File: config.mk
export PLATFORM = sky130hd
export DESIGN_NAME = phase_timer
export DESIGN_NICKNAME = d
export VERILOG_FILES = /design/src/rtl/phase_timer_pkg.sv /design/src/rtl/dur_bank.sv /design/src/rtl/phase_timer.sv
export SDC_FILE = /design/constraint.sdc
export NUM_CORES = 1
export LEC_CHECK = 0
export CAP_MARGIN = 5
export CORE_MARGIN = 3
export CORE_UTILIZATION = 40
export DETAILED_ROUTE_END_ITERATION = 7
export PLACE_DENSITY = 0.63
export SLEW_MARGIN = 20
export SYNTH_ARGS = -nofsm -noshare
export SYNTH_HDL_FRONTEND = slang
export SYNTH_SLANG_ARGS = --single-unit
File: constraint.sdc
create_clock -name clk -period 2.05 [get_ports clk]
set_input_delay 0.41 -clock clk [delete_from_list [all_inputs] [get_ports clk]]
set_output_delay 0.41 -clock clk [all_outputs]
set_load 0.01 [all_outputs]
File: src/rtl/phase_timer_pkg.sv
// Shared constants and types for the phase timer.
// Holds reset durations, phase indices, FSM states.
package phase_timer_pkg;

  localparam int RED_T = 35;
  localparam int YEL_T = 4;
  localparam int GRN_T = 25;
  localparam int DEF_T = 10;

  localparam int PH_RED = 0;
  localparam int PH_YEL = 1;
  localparam int PH_GRN = 2;

  typedef enum logic {
    PAUSE = 1'b0,
    COUNT = 1'b1
  } state_e;

  // Untruncated reset duration of phase i.
  function automatic int rst_dur(input int i);
    if (i == PH_RED) return RED_T;
    if (i == PH_YEL) return YEL_T;
    if (i == PH_GRN) return GRN_T;
    return DEF_T;
  endfunction

endpackage

File: src/rtl/dur_bank.sv
// Duration register bank: validated writes, readback.
// Ports: wr_* write, rd_* readback, wr_err pulse, dur_o bank.
import phase_timer_pkg::*;

module dur_bank #(
  parameter int NUM_PHASES = 3,
  parameter int TW         = 7,
  parameter int SW         = $clog2(NUM_PHASES)
) (
  input  logic                           clk,
  input  logic                           rst_n,
  input  logic                           wr_en,
  input  logic [SW-1:0]                  wr_sel,
  input  logic [TW-1:0]                  wr_data,
  input  logic [SW-1:0]                  rd_sel,
  output logic [TW-1:0]                  rd_data,
  output logic                           wr_err,
  output logic [NUM_PHASES-1:0][TW-1:0]  dur_o
);

  logic [NUM_PHASES-1:0][TW-1:0] dur_q, dur_d;
  logic                          wr_err_q, wr_err_d;
  logic                          wr_ok;

  always_comb begin
    wr_ok    = wr_en
             && (int'(wr_sel) < NUM_PHASES)
             && (wr_data != '0);
    wr_err_d = wr_en && !wr_ok;
    dur_d    = dur_q;
    for (int i = 0; i < NUM_PHASES; i++) begin
      if (wr_ok && int'(wr_sel) == i)
        dur_d[i] = wr_data;
    end
  end

  always_comb begin
    rd_data = '0;
    for (int i = 0; i < NUM_PHASES; i++) begin
      if (int'(rd_sel) == i)
        rd_data = dur_q[i];
    end
  end

  always_ff @(posedge clk or negedge rst_n) begin
    if (!rst_n) begin
      for (int i = 0; i < NUM_PHASES; i++)
        dur_q[i] <= TW'(rst_dur(i));
      wr_err_q <= 1'b0;
    end else begin
      dur_q    <= dur_d;
      wr_err_q <= wr_err_d;
    end
  end

  assign wr_err = wr_err_q;
  assign dur_o  = dur_q;

endmodule

File: src/rtl/phase_timer.sv
// Multi-phase countdown timer with programmable durations.
// Ports: tick/run/restart control, wr_*/rd_* bank, phase/remain status.
import phase_timer_pkg::*;

module phase_timer #(
  parameter int NUM_PHASES = 3,
  parameter int TW         = 7,
  parameter int SW         = $clog2(NUM_PHASES)
) (
  input  logic          clk,
  input  logic          rst_n,
  input  logic          tick,
  input  logic          run,
  input  logic          restart,
  input  logic          wr_en,
  input  logic [SW-1:0] wr_sel,
  input  logic [TW-1:0] wr_data,
  input  logic [SW-1:0] rd_sel,
  output logic [TW-1:0] rd_data,
  output logic [SW-1:0] phase,
  output logic [TW-1:0] remain,
  output logic          phase_done,
  output logic          wr_err
);

  logic [NUM_PHASES-1:0][TW-1:0] dur;

  state_e        state_q, state_d;
  logic [SW-1:0] phase_q, phase_d;
  logic [TW-1:0] remain_q, remain_d;
  logic          done_q, done_d;
  logic [SW-1:0] nxt;
  logic [TW-1:0] nxt_dur;

  dur_bank #(
    .NUM_PHASES (NUM_PHASES),
    .TW         (TW),
    .SW         (SW)
  ) u_bank (
    .clk     (clk),
    .rst_n   (rst_n),
    .wr_en   (wr_en),
    .wr_sel  (wr_sel),
    .wr_data (wr_data),
    .rd_sel  (rd_sel),
    .rd_data (rd_data),
    .wr_err  (wr_err),
    .dur_o   (dur)
  );

  // Bank values are pre-write this cycle, so
  // loads never see a same-edge write.
  always_comb begin
    if (int'(phase_q) == NUM_PHASES - 1)
      nxt = '0;
    else
      nxt = phase_q + SW'(1);
    nxt_dur = '0;
    for (int i = 0; i < NUM_PHASES; i++) begin
      if (int'(nxt) == i)
        nxt_dur = dur[i];
    end
  end

  always_comb begin
    state_d  = state_q;
    phase_d  = phase_q;
    remain_d = remain_q;
    done_d   = 1'b0;
    unique case (state_q)
      PAUSE: if (run)  state_d = COUNT;
      COUNT: if (!run) state_d = PAUSE;
      default: state_d = PAUSE;
    endcase
    if (restart) begin
      phase_d  = '0;
      remain_d = dur[0];
    end else if (state_d == COUNT && tick) begin
      if (remain_q > TW'(1)) begin
        remain_d = remain_q - TW'(1);
      end else begin
        phase_d  = nxt;
        remain_d = nxt_dur;
        done_d   = 1'b1;
      end
    end
  end

  always_ff @(posedge clk or negedge rst_n) begin
    if (!rst_n) begin
      state_q  <= PAUSE;
      phase_q  <= '0;
      remain_q <= TW'(rst_dur(PH_RED));
      done_q   <= 1'b0;
    end else begin
      state_q  <= state_d;
      phase_q  <= phase_d;
      remain_q <= remain_d;
      done_q   <= done_d;
    end
  end

  assign phase      = phase_q;
  assign remain     = remain_q;
  assign phase_done = done_q;

endmodule
Word-level counts from Yosys, hierarchy flattened
Cells that the tools add are included.
- $lt $le $gt $ge: 2
- eq/ne operators: 8
- mux-type cells: 17
- reductions and logical operators: 14
- $add $sub $neg: 2
- operator list (operator ; number):
    $mux W7 ; 9
    $eq A2 B2 Y1 const B ; 7
    $mux W2 ; 4
    $gt A7 B1 Y1 const B ; 1
    $logic_and A1 B1 Y1 ; 7
    $reduce_bool A7 Y1 ; 1
    $sub A7 B1 Y7 const B ; 1
    $logic_not A2 Y1 ; 3
    $mux W1 ; 4
    $add A2 B1 Y2 const B ; 1
    $lt A2 B2 Y1 const B ; 1
    $ne A2 B2 Y1 const B ; 1
    $reduce_and A2 Y1 ; 1
    $reduce_bool A2 Y1 ; 1
    $logic_not A1 Y1 ; 1
- register bits: 32
- output and inout port bits: 18
- input port bits: 17

Depth between registers and ports, before layout
Gate-level depths: netlist (run 1).
- word-level depth: 9
- gate-level depth with buffers: 7

Hierarchy
A second synthesis (run 1) with hierarchy kept.
- cells, all modules: 174
- area total of the unflattened synthesis: 1808.0 µm²
- by module, submodules not included (module ; area an instance (µm²) ; cells an instance ; instances):
    dur_bank ; 1008.5 ; 79 ; 1
    phase_timer ; 799.5 ; 95 ; 1

Worst setup path after synthesis (run 1)
OpenSTA, ideal clock, no wires.
- path type: register to register
- from: register remain_q[3] (netlist: remain[3])
- to: register remain_q[6] (netlist: remain[6])
- path buffers: 1
- setup slack: 0.163 ns
- data required time: 1.920 ns
- stages on the path, launching flop included: 6
- data arrival time: 1.756 ns
- setup time: 0.130 ns
- clock period less this slack: 1.887 ns
- path through: dfrtp_1 or4_4 or3_1 buf_6 a211oi_1 o31ai_1
- word-level cells in the longest chain between the ends: 4
- ends and longest elaborated chain (item ; line ; text):
    start: declaration ; phase_timer.sv:30 ; logic [TW-1:0] remain_q, remain_d;
    start signal: assignment ; phase_timer.sv:93 ; remain_q <= TW'(rst_dur(PH_RED));
    start signal: assignment ; phase_timer.sv:98 ; remain_q <= remain_d;
    $sub A7 B1 Y7 or $gt A7 B1 Y1 (tied branches) ; phase_timer.sv:80, phase_timer.sv:79 ;
    $mux W7 (*) ; phase_timer.sv:79 ; if (remain_q > TW'(1)) begin
    $mux W7 (*) ; phase_timer.sv:78 ; end else if (state_d == COUNT && tick) begin
    $mux W7 (*) ; phase_timer.sv:75 ; if (restart) begin
Mark *: on every way between the ends. The rest lies on a longest branch, timed or not. The select of a mux whose other input is x is not followed.
A chain may end at the register's enable or synchronous reset.

Final worst setup path (run 1)
- from: input port wr_data[2]
- to: register u_bank.dur_q (netlist bit u_bank.dur_o[8])
- word-level cells in the longest chain between the ends: 3
- ends and longest elaborated chain (item ; line ; text):
    start: declaration ; phase_timer.sv:17 ; input logic [TW-1:0] wr_data,
    $reduce_bool A7 Y1 ; dur_bank.sv:28 ; && (wr_data != '0);
    $logic_and A1 B1 Y1 ; dur_bank.sv:28 ;
    $logic_and A1 B1 Y1 ; dur_bank.sv:32 ; if (wr_ok && int'(wr_sel) == i)
    end signal: indexed assignment ; dur_bank.sv:48 ; dur_q[i] <= TW'(rst_dur(i));
    end signal: assignment ; dur_bank.sv:51 ; dur_q <= dur_d;
    end: declaration ; dur_bank.sv:21 ; logic [NUM_PHASES-1:0][TW-1:0] dur_q, dur_d;
Every way passes these cells.

==> results of run 1 <==
cell type report:
type                            count  area (µm²)
Clock buffer                        6        82.6
Clock inverter                      2        10.0
Fill cell                         353        1700
Inverter                            4        15.0
Multi-Input combinational cell    128         958
Sequential cell                    32         813
Tap cell                           50        62.6
Timing Repair Buffer               58         532
power breakdown:
part / switching, mW / internal [mW]
sequential: 0.109 / 0.773
combinational: 0.278 / 0.344
clock: 0.239 / 0.268
cells in the mapped netlist, drive strengths merged:
cell	count
mux2	23
dfrtp	22
nand2	22
mux2i	18
o21ai	15
dfstp	10
nor2	6
nor3	6
a21oi	5
clkbuf	4
inv	4
nand3b	4
o221ai	4
nor2b	3
xor2	3
buf	2
ha	2
nor3b	2
nor4	2
a211oi	1
a21boi	1
a21o	1
a22oi	1
a31oi	1
and3b	1
o21a	1
o21ba	1
o22ai	1
o311ai	1
o31ai	1
or3	1
or4	1
per-layer routing:
layer  share of wire [%]  routed length, µm
met1                  45               2050
met2                  50               2320
met3                 4.4                202
met4                0.54                 25
met5                   0                  0
worst max-delay path: cells and delay by family:
kind	cells	cell delay [ns]
AND/OR/NAND/NOR	2	0.62
buffers and inverters	2	0.56
multiplexers	1	0.33
AO/OA/AOI/OAI	1	0.18
flip-flops by register name, summed over array words and instances (netlist names):
signal	count
phase	2
phase_done	1
remain	7
u_bank.dur_o	21
u_bank.wr_err	1
worst paths after layout:
kind / slack (ns) / cells past startpoint / startpoint / end
min in group clk: 0.53 / 1 / u_bank.dur_o[12] / u_bank.dur_o[12]
worst max register to register: 0.19 / 5 / remain[0] / remain[0]
max in group asynchronous: 1.19 / 2 / rst_n / u_bank.dur_o[14]
worst min-delay path: 0.53 / 2 / rst_n / remain[4]
worst min register to register: 0.53 / 1 / u_bank.dur_o[12] / u_bank.dur_o[12]
worst max-delay path: 0.10 / 6 / wr_data[2] / u_bank.dur_o[8]
repair_timing:
item | in CTS | in global routing
cloned | 0 | 0
setup endpoints to repair | 14 | 20
resized for setup | 17 | 10
buffers inserted | 0 | 1
per-stage QoR:
step / std cells / total power [mW]
floorplan: 170 / 1.22
global placement: 271 / 1.51
detailed placement: 271 / 1.53
CTS: 279 / 2.03
global route: 280 / 2.14
finish: 280 / 2.01
kinds of logic (layout without fill, tap and decap cells):
| logic type | count (synthesis) | count (layout) | share of synthesized area, % |
|---|---|---|---|
| compound gates | 34 | 34 | 11.7 |
| xor+xnor | 3 | 3 | 1.46 |
| fa+ha+maj | 2 | 2 | 1.39 |
| buf+inv | 10 | 70 | 2.57 |
| flops | 32 | 32 | 45.1 |
| mux | 41 | 41 | 24.3 |
| simple gates | 48 | 48 | 13.5 |
==> impl_metrics.yaml, run 1 <==
floorplan:
  die_h_um: 73.2
  die-area_um2: 5350
  die_w_um: 73.2
  start_util_pct: 43.2
  coreArea_um2: 4170
  ios: 35
  std_cell_rows: 23
finish:
  final_common_cell: "clkdlybuf4s50_1"
  nNetsFinal: 248
  diodes: 0
  design_area_um2: 2470
  finish.utilization_pct: 59.3
  syn_to_final_growth_pct: 37.1
  mostFrequentLayoutCells: "clkdlybuf4s50_1 (26), mux2_2 (23), nand2_1 (22), dfrtp_1 (22), buf_4 (21)"
  drive_gt1_share_pct: 32.6
logic_synthesis:
  synth-seq-area-share_pct: 45.1
  synth_cell_type_count: 34
  synth_top_area_share_pct: 30.5
  synth.avg_cell_area_um2: 10.6
  synth.net_count: 189
  synth.area.top_cells: "dfrtp_1 (31%), dfstp_2 (15%), mux2_2 (14%), mux2i_1 (10%), nand2_1 (4.6%)"
  postSynthCellCount: 170
  netlist_area_um2: 1800
  ys_warn_count: 0
  synth_seq_cells: 32
  synth_top_area_cell: "dfrtp_1"
status:
  status: "completed"
power_and_ir_drop:
  irDropWorstVdd_v: 0.000527
  powerDensity_nw_per_um2: 813
  p_leak_nw: 1.06
drt:
  first_pass_iters: 5
  wirelength_um: 4590
  wl_per_cell_um: 16.4
  postRouteAntennaNets: 0
  drt_iter0_markers: 79
  vias_per_cell: 5.49
  vias: 1536
  drc: 0
setup_path:
  start_kind: "input port"
  crit_arrival_ns: 2.11
  critPathRequiredTime_ns: 2.22
  slowest_delay_ns: 0.44
  crit_path_cell_trace: "clkdlybuf4s50_1, nor4_1, a21boi_1, nand3b_1, buf_12, mux2_2"
  setup.worst_path.end_class: "flop"
  crit_path_top_delay_cell: "nor4_1"
  path_class: "input port to flop"
  worstPathMaxFanout: 7
timing:
  hold_viol: 0
  worst_pin_slew_ns: 0.470
  timing.final.crit_share_pct: 94.9
  whs_ns: 0.531
  rsz0062_at_grt: "false"
  finClkSkew_ns: 0.00518
  finalWorstSetupSlack_ns: 0.104
  relSlewSlack_pct: 68.4
  period_needed_ns: 1.95
  setup_viol: 0
  finalSetupTns_ns: 0
  fmax_ghz: 0.514
  slew_viol_final: 0
grt:
  grt_max_degree: 33
  grt.met2_usage_pct: 31.3
  grt_overflow: 0
  antenna_found_initial: 0
  grt_pass1_wl_um: 7760
  grt_util_met3_pct: 4.68
  grtUsageMet1_pct: 23.3
  top_usage_layer: "met2"
  grtUsageTotal_pct: 18.8
  grt_pass1_vias: 1645
cts:
  h-tree-depth: 2
  numCtsBuffers: 5
  ctsHoldBuffers: 0
  clockBufferDepth: 2
  worstSkewPairLatency_ns: 0.28
  cts.sinks: 32
  cts_root_buffer: "clkbuf_8"
  cts_tree: "built"
  clk_pin_slew_ns: 0.07
placement:
  gp_congestion: 0.818
  place_ws_ns: -0.388
  dp_hpwl_um: 3490
  placed_cell_area_um2: 2370
  io_buffers: 34
run:
  cap_violations: 0
hold_path:
  hp-class: "input port to async pin"
Power figures use the tool's default switching activity.
==> inputs of run 2 (changes only) <==
--- a/config.mk
+++ b/config.mk
@@ -10,7 +10,6 @@
 export CORE_UTILIZATION = 40
 export DETAILED_ROUTE_END_ITERATION = 7
 export PLACE_DENSITY = 0.63
-export SLEW_MARGIN = 20
 export SYNTH_ARGS = -nofsm -noshare
 export SYNTH_HDL_FRONTEND = slang
 export SYNTH_SLANG_ARGS = --single-unit
==> results of run 2 <==
Final layout, timing and power as in run 1 (identical DEF).
